[src/rtl/uart_rx_cmd_loader.sv]
// ASCII write-command parser: "<a|b|c|p><ND hex digits><LF|CR>" loads a register-file entry.
// Define UART_RX_CMD_ECHO_EN to add a one-cycle-delayed echo of every accepted byte.
module uart_rx_cmd_loader #(
  parameter int DATA_W         = 32,
  parameter int TIMEOUT_CYCLES = 100_000_000
) (
  input  logic              i_clk,
  input  logic              i_rst_n,
  input  logic [7:0]        i_byte,
  input  logic              i_byte_valid,
  output logic              o_wr_en,
  output logic [7:0]        o_wr_addr,
  output logic [DATA_W-1:0] o_wr_data,
  output logic              o_err,
  output logic              o_busy
`ifdef UART_RX_CMD_ECHO_EN
  ,
  output logic [7:0]        o_echo_byte,
  output logic              o_echo_valid
`endif
);

  localparam int ND    = DATA_W / 4;
  localparam int CNT_W = $clog2(ND + 1);
  localparam int TMO_W = $clog2(TIMEOUT_CYCLES);

  localparam logic [CNT_W-1:0] LAST_DIGIT = CNT_W'(ND - 1);
  localparam logic [TMO_W-1:0] TMO_LAST   = TMO_W'(TIMEOUT_CYCLES - 1);

  localparam logic [1:0] ST_IDLE    = 2'd0;
  localparam logic [1:0] ST_DIGITS  = 2'd1;
  localparam logic [1:0] ST_WAIT_NL = 2'd2;
  localparam logic [1:0] ST_DRAIN   = 2'd3;

  logic [1:0]        state_reg, state_next;
  logic [7:0]        addr_hold_reg, addr_hold_next;
  logic [DATA_W-1:0] shift_reg, shift_next;
  logic [CNT_W-1:0]  digit_cnt_reg, digit_cnt_next;
  logic [TMO_W-1:0]  tmo_cnt_reg, tmo_cnt_next;
  logic              wr_en_reg;
  logic [7:0]        wr_addr_reg;
  logic [DATA_W-1:0] wr_data_reg;
  logic              err_reg;
  logic              err_next;
  logic              commit;

  logic              is_hex;
  logic [3:0]        nibble;
  logic              is_nl;
  logic              is_letter;

  // Digits map via their low nibble; letters a-f/A-F share low nibbles 1..6.
  always_comb begin
    is_hex = 1'b1;
    nibble = 4'd0;
    if (i_byte >= 8'h30 && i_byte <= 8'h39) begin
      nibble = i_byte[3:0];
    end else if ((i_byte >= 8'h61 && i_byte <= 8'h66) ||
                 (i_byte >= 8'h41 && i_byte <= 8'h46)) begin
      nibble = i_byte[3:0] + 4'd9;
    end else begin
      is_hex = 1'b0;
    end
  end

  assign is_nl     = (i_byte == 8'h0A) || (i_byte == 8'h0D);
  assign is_letter = (i_byte == 8'h61) || (i_byte == 8'h62) ||
                     (i_byte == 8'h63) || (i_byte == 8'h70);

  always_comb begin
    state_next     = state_reg;
    addr_hold_next = addr_hold_reg;
    shift_next     = shift_reg;
    digit_cnt_next = digit_cnt_reg;
    tmo_cnt_next   = tmo_cnt_reg;
    err_next       = 1'b0;
    commit         = 1'b0;
    if (i_byte_valid) begin
      // A byte always wins over a timeout expiring in the same cycle.
      tmo_cnt_next = '0;
      case (state_reg)
        ST_IDLE: begin
          if (is_letter) begin
            addr_hold_next = i_byte;
            shift_next     = '0;
            digit_cnt_next = '0;
            state_next     = ST_DIGITS;
          end else if (!is_nl) begin
            err_next = 1'b1;
          end
        end
        ST_DIGITS: begin
          if (is_hex) begin
            shift_next     = (shift_reg << 4) | DATA_W'(nibble);
            digit_cnt_next = digit_cnt_reg + CNT_W'(1);
            if (digit_cnt_reg == LAST_DIGIT) begin
              state_next = ST_WAIT_NL;
            end
          end else if (is_nl) begin
            err_next   = 1'b1;
            state_next = ST_IDLE;
          end else begin
            err_next   = 1'b1;
            state_next = ST_DRAIN;
          end
        end
        ST_WAIT_NL: begin
          if (is_nl) begin
            commit     = 1'b1;
            state_next = ST_IDLE;
          end else begin
            err_next   = 1'b1;
            state_next = ST_DRAIN;
          end
        end
        default: begin
          if (is_nl) begin
            state_next = ST_IDLE;
          end
        end
      endcase
    end else if (state_reg != ST_IDLE) begin
      if (tmo_cnt_reg == TMO_LAST) begin
        tmo_cnt_next = '0;
        state_next   = ST_IDLE;
        err_next     = (state_reg != ST_DRAIN);
      end else begin
        tmo_cnt_next = tmo_cnt_reg + TMO_W'(1);
      end
    end else begin
      tmo_cnt_next = '0;
    end
  end

  always_ff @(posedge i_clk or negedge i_rst_n) begin
    if (!i_rst_n) begin
      state_reg     <= ST_IDLE;
      addr_hold_reg <= '0;
      shift_reg     <= '0;
      digit_cnt_reg <= '0;
      tmo_cnt_reg   <= '0;
      wr_en_reg     <= 1'b0;
      wr_addr_reg   <= '0;
      wr_data_reg   <= '0;
      err_reg       <= 1'b0;
    end else begin
      state_reg     <= state_next;
      addr_hold_reg <= addr_hold_next;
      shift_reg     <= shift_next;
      digit_cnt_reg <= digit_cnt_next;
      tmo_cnt_reg   <= tmo_cnt_next;
      wr_en_reg     <= commit;
      err_reg       <= err_next;
      if (commit) begin
        wr_addr_reg <= addr_hold_reg;
        wr_data_reg <= shift_reg;
      end
    end
  end

  assign o_wr_en   = wr_en_reg;
  assign o_wr_addr = wr_addr_reg;
  assign o_wr_data = wr_data_reg;
  assign o_err     = err_reg;
  assign o_busy    = (state_reg != ST_IDLE);

`ifdef UART_RX_CMD_ECHO_EN
  logic [7:0] echo_byte_reg;
  logic       echo_valid_reg;
  logic [7:0] folded;

  assign folded = (i_byte >= 8'h41 && i_byte <= 8'h46) ? (i_byte | 8'h20) : i_byte;

  // Without a valid byte, err_next can only come from a timeout, which echoes '?' alone.
  always_ff @(posedge i_clk or negedge i_rst_n) begin
    if (!i_rst_n) begin
      echo_byte_reg  <= '0;
      echo_valid_reg <= 1'b0;
    end else begin
      echo_valid_reg <= i_byte_valid | err_next;
      echo_byte_reg  <= err_next ? 8'h3F : folded;
    end
  end

  assign o_echo_byte  = echo_byte_reg;
  assign o_echo_valid = echo_valid_reg;
`endif

endmodule

[config.mk]
export PLATFORM = sky130hd
export DESIGN_NAME = uart_rx_cmd_loader
export DESIGN_NICKNAME = d
export VERILOG_FILES = /design/src/rtl/uart_rx_cmd_loader.sv
export SDC_FILE = /design/constraint.sdc
export NUM_CORES = 1
export LEC_CHECK = 0
export BUFFER_PORTS_ARGS = -buffer_cell sky130_fd_sc_hd__buf_2
export CAP_MARGIN = 20
export CORE_ASPECT_RATIO = 0.7
export CORE_MARGIN = 4
export CORE_UTILIZATION = 25
export DETAILED_ROUTE_END_ITERATION = 7
export RECOVER_POWER = 100
export SKIP_CTS_REPAIR_TIMING = 1
export SYNTH_ARGS = -nofsm -noshare
export SYNTH_HDL_FRONTEND = slang
export SYNTH_SLANG_ARGS = --single-unit
[constraint.sdc]
create_clock -name i_clk -period 2.77 [get_ports i_clk]
set_input_delay 0.4155 -clock i_clk [delete_from_list [all_inputs] [get_ports i_clk]]
set_output_delay 0.4155 -clock i_clk [all_outputs]
set_load 0.05 [all_outputs]
=== Word-level counts from Yosys, hierarchy flattened ===
Index checks and enable logic that the tools add are counted.

* Register bits after elaboration: 115
* Input bits: 11
* Output and inout bits: 43
* Word-level logic and storage cells: 83

* Add/sub/neg operators: 3
* Magnitude comparators: 6
* Equality and inequality tests: 16
* Multiplexer cells: 32
* Bitwise operators: 1
* Reduce and logical (&&, ||, !) cells: 16

{| class="wikitable"
|+ Operators with widths
! operator !! number
|-
| $mux W27 || 3
|-
| $mux W32 || 2
|-
| $pmux W32 S2 || 1
|-
| $eq A8 B7 Y1 const B || 4
|-
| $or A32 B4 Y32 || 1
|-
| $add A27 B1 Y27 const B || 1
|-
| $eq A27 B27 Y1 const B || 1
|-
| $eq A8 B4 Y1 const B || 2
|-
| $ge A8 B7 Y1 const B || 2
|-
| $le A8 B7 Y1 const B || 2
|-
| $mux W2 || 8
|-
| $mux W4 || 4
|-
| $mux W1 || 11
|-
| $ge A8 B6 Y1 const B || 1
|-
| $le A8 B6 Y1 const B || 1
|-
| $pmux W4 S2 || 1
|-
| $reduce_bool A2 Y1 || 4
|-
| $ne A2 B2 Y1 const B || 3
|-
| $pmux W2 S3 || 1
|-
| $logic_or A1 B1 Y1 || 5
|-
| $ne A5 B1 Y1 const B || 1
|-
| $reduce_and A5 Y1 || 1
|-
| $add A4 B1 Y4 const B || 1
|-
| $add A4 B4 Y4 const B || 1
|-
| other kinds (10) || 12
|}

=== Longest topological paths before layout ===
* Depth after elaboration: 8
* Depth in mapped cells: 9
* Mapped depth without buffers: 8

=== Worst setup path before layout ===
Ideal clock, no wire load.

* Kind: in2reg
* Start point: input port i_byte[3]
* End point: register digit_cnt_reg[0]
* Library setup time: 0.125 ns
* Data arrival time: 2.221 ns
* Data required time: 2.645 ns
* Slack: 0.424 ns
* Stages on the path: 6
* Buffers on the path: 1
* Path through: or3b_4 -> or4_4 -> and3_4 -> a211o_4 -> buf_6 -> mux2_4

* Cells in the longest elaborated chain, start to end: 7
* Elaborated cells between the ends (all ways): 22
* Those cells by class: 6 x order compare; 6 x eq/ne; 2 x mux; 8 x reduce/logical

{| class="wikitable"
|+ RTL lines
! element !! line !! RTL
|-
| from (decl) || 9 || <nowiki>input logic [7:0] i_byte,</nowiki>
|-
| $ge A8 B7 Y1 (tied with other cells) || 58 || <nowiki>end else if ((i_byte >= 8'h61 && i_byte <= 8'h66) ||</nowiki>
|-
| $logic_and A1 B1 Y1 (on tied branches) || 58, 59 ||
|-
| $logic_or A1 B1 Y1 || 58 ||
|-
| $mux W1 || 58 ||
|-
| $mux W1 || 56 || <nowiki>if (i_byte >= 8'h30 && i_byte <= 8'h39) begin</nowiki>
|-
| $ne A2 B2 Y1 (no line) || n/a ||
|-
| $reduce_and A4 Y1 (no line) (*) || n/a ||
|-
| to (signal assigned) || 150 || <nowiki>digit_cnt_reg <= digit_cnt_next;</nowiki>
|-
| to (decl) || 38 || <nowiki>logic [CNT_W-1:0] digit_cnt_reg, digit_cnt_next;</nowiki>
|}

Every way passes the cells marked *; elsewhere a longest branch is shown, timed or not.
A chain may end at the register's enable or synchronous reset.

=== Worst setup path in the final report ===
* Start point: register tmo_cnt_reg[8]
* End point: register state_reg[0]

* Cells in the longest elaborated chain, start to end: 3

{| class="wikitable"
|+ RTL lines
! element !! line !! RTL
|-
| from (decl) || 39 || <nowiki>logic [TMO_W-1:0] tmo_cnt_reg, tmo_cnt_next;</nowiki>
|-
| from (signal assigned) || 151 || <nowiki>tmo_cnt_reg <= tmo_cnt_next;</nowiki>
|-
| $eq A27 B27 Y1 || 123 || <nowiki>if (tmo_cnt_reg == TMO_LAST) begin</nowiki>
|-
| $reduce_bool A2 Y1 (no line) || n/a ||
|-
| $reduce_and A5 Y1 (no line) || n/a ||
|-
| to (signal assigned) || 147 || <nowiki>state_reg <= state_next;</nowiki>
|-
| to (decl) || 35 || <nowiki>logic [1:0] state_reg, state_next;</nowiki>
|}

No other way between the ends.

==> results.txt <==
- Synth warnings: 0
- The finished cells cover 6090 µm².
- Of all flip-flops after synthesis, the portion carrying an async set or reset was between 90% and 100%.
* Clock net sink count: around 120
- For this design the ratio of total power to cell area is 779 nW/µm².
- In the post-synthesis netlist, the cell with the most instances is dfrtp_1.
- The repair_antennas step left the layout with diodes totalling 0.
- Clock transition time at the flip-flop clock pins of the worst setup and hold paths: 0.06 ns
- Wire length of the first global-routing pass: about 18000 µm
- The die is 176 µm wide.
* Result of the run: finished with violations
* Port bufs: 53
- In this run the static leakage power is between 2 and 3 nW.
- Number of non-filler instances in the completed layout: ~730
- The final reports fail on max-capacitance violations, max-slew violations.
- The worst setup path is launched from a register.
- Final sum of negative setup slack: 0 ns
- Reg2reg setup slack: 0.21 ns
* Antenna violations before repair: 1
- The number of global-route vias before repair was between 3000 and 4000.
- Clock root buffer: clkbuf_16
- Setup repair after global routing left no endpoint under its margin.
* Biggest area contributors in the synthesized netlist: dfrtp_1, mux2_2, a22o_1
* Number of buffers created by CTS: 17
* Highest-utilization routing layer at the global route stage: met2
* Share of the clock period used by the worst path after layout: a little over 90%
- Once detailed placement completed, the half-perimeter wirelength came to roughly 7000 µm.
- From bottom edge to top edge, the die measures approximately 130 µm.
* DRC viols: 0
* Area of the placeable core: between 15000 and 20000 µm²
* Worst Hold Class: input port to register
* Kind of cell adding the most delay to the critical path: simple AND/OR/NAND/NOR gates
- For the worst setup path, the data arrival time is 2.85 ns.
- The final layout contains routed wiring with a total length of about 11000 µm.
- Area share of the largest cell type after synthesis: about three fifths
- For the pin with the worst max-slew slack, the measured transition is 1.56 ns.
* Hold violation count in the final report: 0
- Count of buffering cells on the critical path with inverters included: 0
- Counting tap cells, the placed design contains a total of 700 instances.
- Compared with the post-synthesis result, the final layout area differs by 22.9%.
* Nets@finish: about 480
- Crit end category: register
- Routability-driven placement finished with a final weighted congestion of slightly above 0.8.
- After global routing the overflow that remains totals 0.
- Sequential-to-total area share from yosys stat: 58.1%
- The number of pins with negative max-slew slack in the final report was 116.
* Worst EP required: roughly 3.1 ns
- The mapped netlist covers between 4000 and 5000 µm².
- Global routing used about 16% of the available met2 tracks.
* Maximum achievable frequency: slightly below 400 MHz
- Wire per inst: roughly 15 µm
- Setup-violating endpoint count in the final report: 0
- Subtracting the final worst setup slack from the clock period gives ~2.6 ns.
* Post-synth top flop: dfrtp_1
* Core Rows: 42
- The filler cells instantiated in the layout total about 1900.
* Initial standard-cell utilization of the core: between 20% and 30%
- Maximum number of pins on one net before global-route repair: around 120
* Critical-path cell with the highest stage delay: or4b_2
- Global routing used roughly a tenth of the available tracks across all layers.
- Instance area after placement: 5570 µm²
- Global routing met3 resource utilization: 4.49%
- Kind of critical path: register to register
- In this design, the stage delay of the slowest critical-path cell is 0.66 ns.
- Die Footprint: ~22000 µm²
- Headroom to the max-slew limit came out at -4.14%.
* Average cell area after synthesis: about 13 µm²
- Via density per instance: roughly 4.4
- Count of flip-flops with a built-in enable after synthesis: 0
- Global routing met1 resource utilization: between 10% and 20%
- Cells with a size suffix above 1 make up around 21% of the layout.
* Pwr Total: roughly 4.7 mW
* CTS max path bufs: 2
* Antenna-violating nets left: 0
* Initial detailed-routing violation count: approximately 200
- Count of TritonRoute iterations in the first routing pass: 4
- Clock latency reported for the late side of the worst-skew pair: ~0.4 ns
* Synth Register Bits: approximately 120
- Synthesis produced a netlist with a net count of about 410.
* WHS: roughly 0.32 ns
- Cell type with the highest aggregate area in the netlist: dfrtp_1
* DR vias: about 3200
- I/O pin count: 54
- The signal on the critical path passes through or4b_2 -> nor4_1 -> nand4_1 -> a211oi_2 -> o32ai_1 -> a22o_1.
- Across the VDD grid, the largest voltage drop is around 0.43 mV.
- Post-synthesis instance total: between 300 and 400
* Most frequent cells after synthesis: dfrtp_1, mux2_2, nor2_1
- The clock arrives with between 0.007 and 0.008 ns of skew.
* Worst Path Max Fanout: 5
- CTS tree: built
- Maximum capacitance violations: 1
* Post-synthesis cell type count: 52
* H-Tree Level Count: 4
metal layers:
layer	vias to the layer above	wire length, µm
li1	1528	-
met1	1627	4760
met2	70	4980
met3	14	659
met4	2	190
met5	-	20
report_power, final:
| group | leakage, nW | internal (mW) | switching, mW | total (mW) |
|---|---|---|---|---|
| registers | 1.60 | 1.75 | 0.0527 | 1.80 |
| clock network | 0.306 | 1.59 | 0.767 | 2.36 |
| logic | 0.883 | 0.168 | 0.422 | 0.590 |
cell families after synthesis:
group | after synthesis | share of synthesized area, %
compound gates | 55 | 9.37
mux | 45 | 10.3
flops | 115 | 58.1
xor+xnor | 27 | 4.77
buf+inv | 23 | 2.58
simple gates | 113 | 12.4
fa+ha+maj | 10 | 2.53
worst reg2reg max path, delay by kind of cell, from the launching register on:
kind / cells / cell delay [ns]
and+or+nand+nor: 3 / 1.29
DFF: 1 / 0.43
AOI/OAI and AO/OA: 3 / 0.72
layout make-up:
cell class | count | area (µm²) | area share (%)
inverters | 10 | 37.5 | 0.617
repair buffers | 61 | 287 | 4.71
clock buffers | 18 | 429 | 7.05
well taps | 264 | 330 | 5.43
clock inverters | 13 | 210 | 3.45
flip-flops and latches | 115 | 2880 | 47.3
multi-input cells | 250 | 1920 | 31.5
cell usage in the layout (no fill, tap or decap), types with 2 or more instances in the layout:
| master | synthesis | routed |
|---|---|---|
| nor3_1 | 5 | 7 |
| nor4_1 | 2 | 2 |
| and2b_1 | 3 | 3 |
| o21ai_0 | 3 | 5 |
| bufinv_16 | 0 | 5 |
| o21ai_1 | 4 | 2 |
| and3_1 | 6 | 7 |
| mux2_1 | 1 | 2 |
| clkbuf_1 | 0 | 48 |
| a21oi_1 | 4 | 4 |
| buf_2 | 9 | 8 |
| clkinv_2 | 0 | 2 |
| ha_1 | 10 | 10 |
| nor2_1 | 33 | 33 |
| a22o_1 | 30 | 30 |
| clkinvlp_4 | 0 | 2 |
| nand4_1 | 8 | 8 |
| xor2_1 | 21 | 21 |
| or4_1 | 2 | 2 |
| o31ai_2 | 3 | 2 |
| clkinv_4 | 0 | 4 |
| or2_2 | 2 | 2 |
| nand2_1 | 19 | 19 |
| buf_12 | 0 | 2 |
| mux2_2 | 42 | 42 |
| dfrtp_1 | 115 | 115 |
| buf_4 | 0 | 2 |
| clkbuf_4 | 0 | 2 |
| xnor2_1 | 6 | 6 |
| inv_1 | 10 | 10 |
| clkbuf_16 | 0 | 17 |
| and4_1 | 4 | 4 |
| nand2b_1 | 2 | 2 |
| nor2b_1 | 2 | 2 |
| nand3_1 | 11 | 11 |
| nor3b_1 | 2 | 2 |
stage by stage:
step | utilization [%] | setup WS [ns]
after floorplan | - | 0.424
after global placement | 29.0 | 0.198
after detailed placement | 29.0 | 0.149
after CTS | 32.3 | 0.208
after global routing | 31.7 | 0.0680
final | 31.7 | 0.208
worst paths after layout:
kind | end | from | cells past startpoint
min in group asynchronous | o_err | i_rst_n | 2
min | addr_hold_reg[4] | i_byte[4] | 2
min reg2reg | addr_hold_reg[5] | addr_hold_reg[5] | 1
max in group asynchronous | o_wr_data[28] | i_rst_n | 2
max | state_reg[0] | tmo_cnt_reg[8] | 6
max reg2reg | state_reg[0] | tmo_cnt_reg[8] | 6
Note: power is estimated with default switching activity, not from simulation.
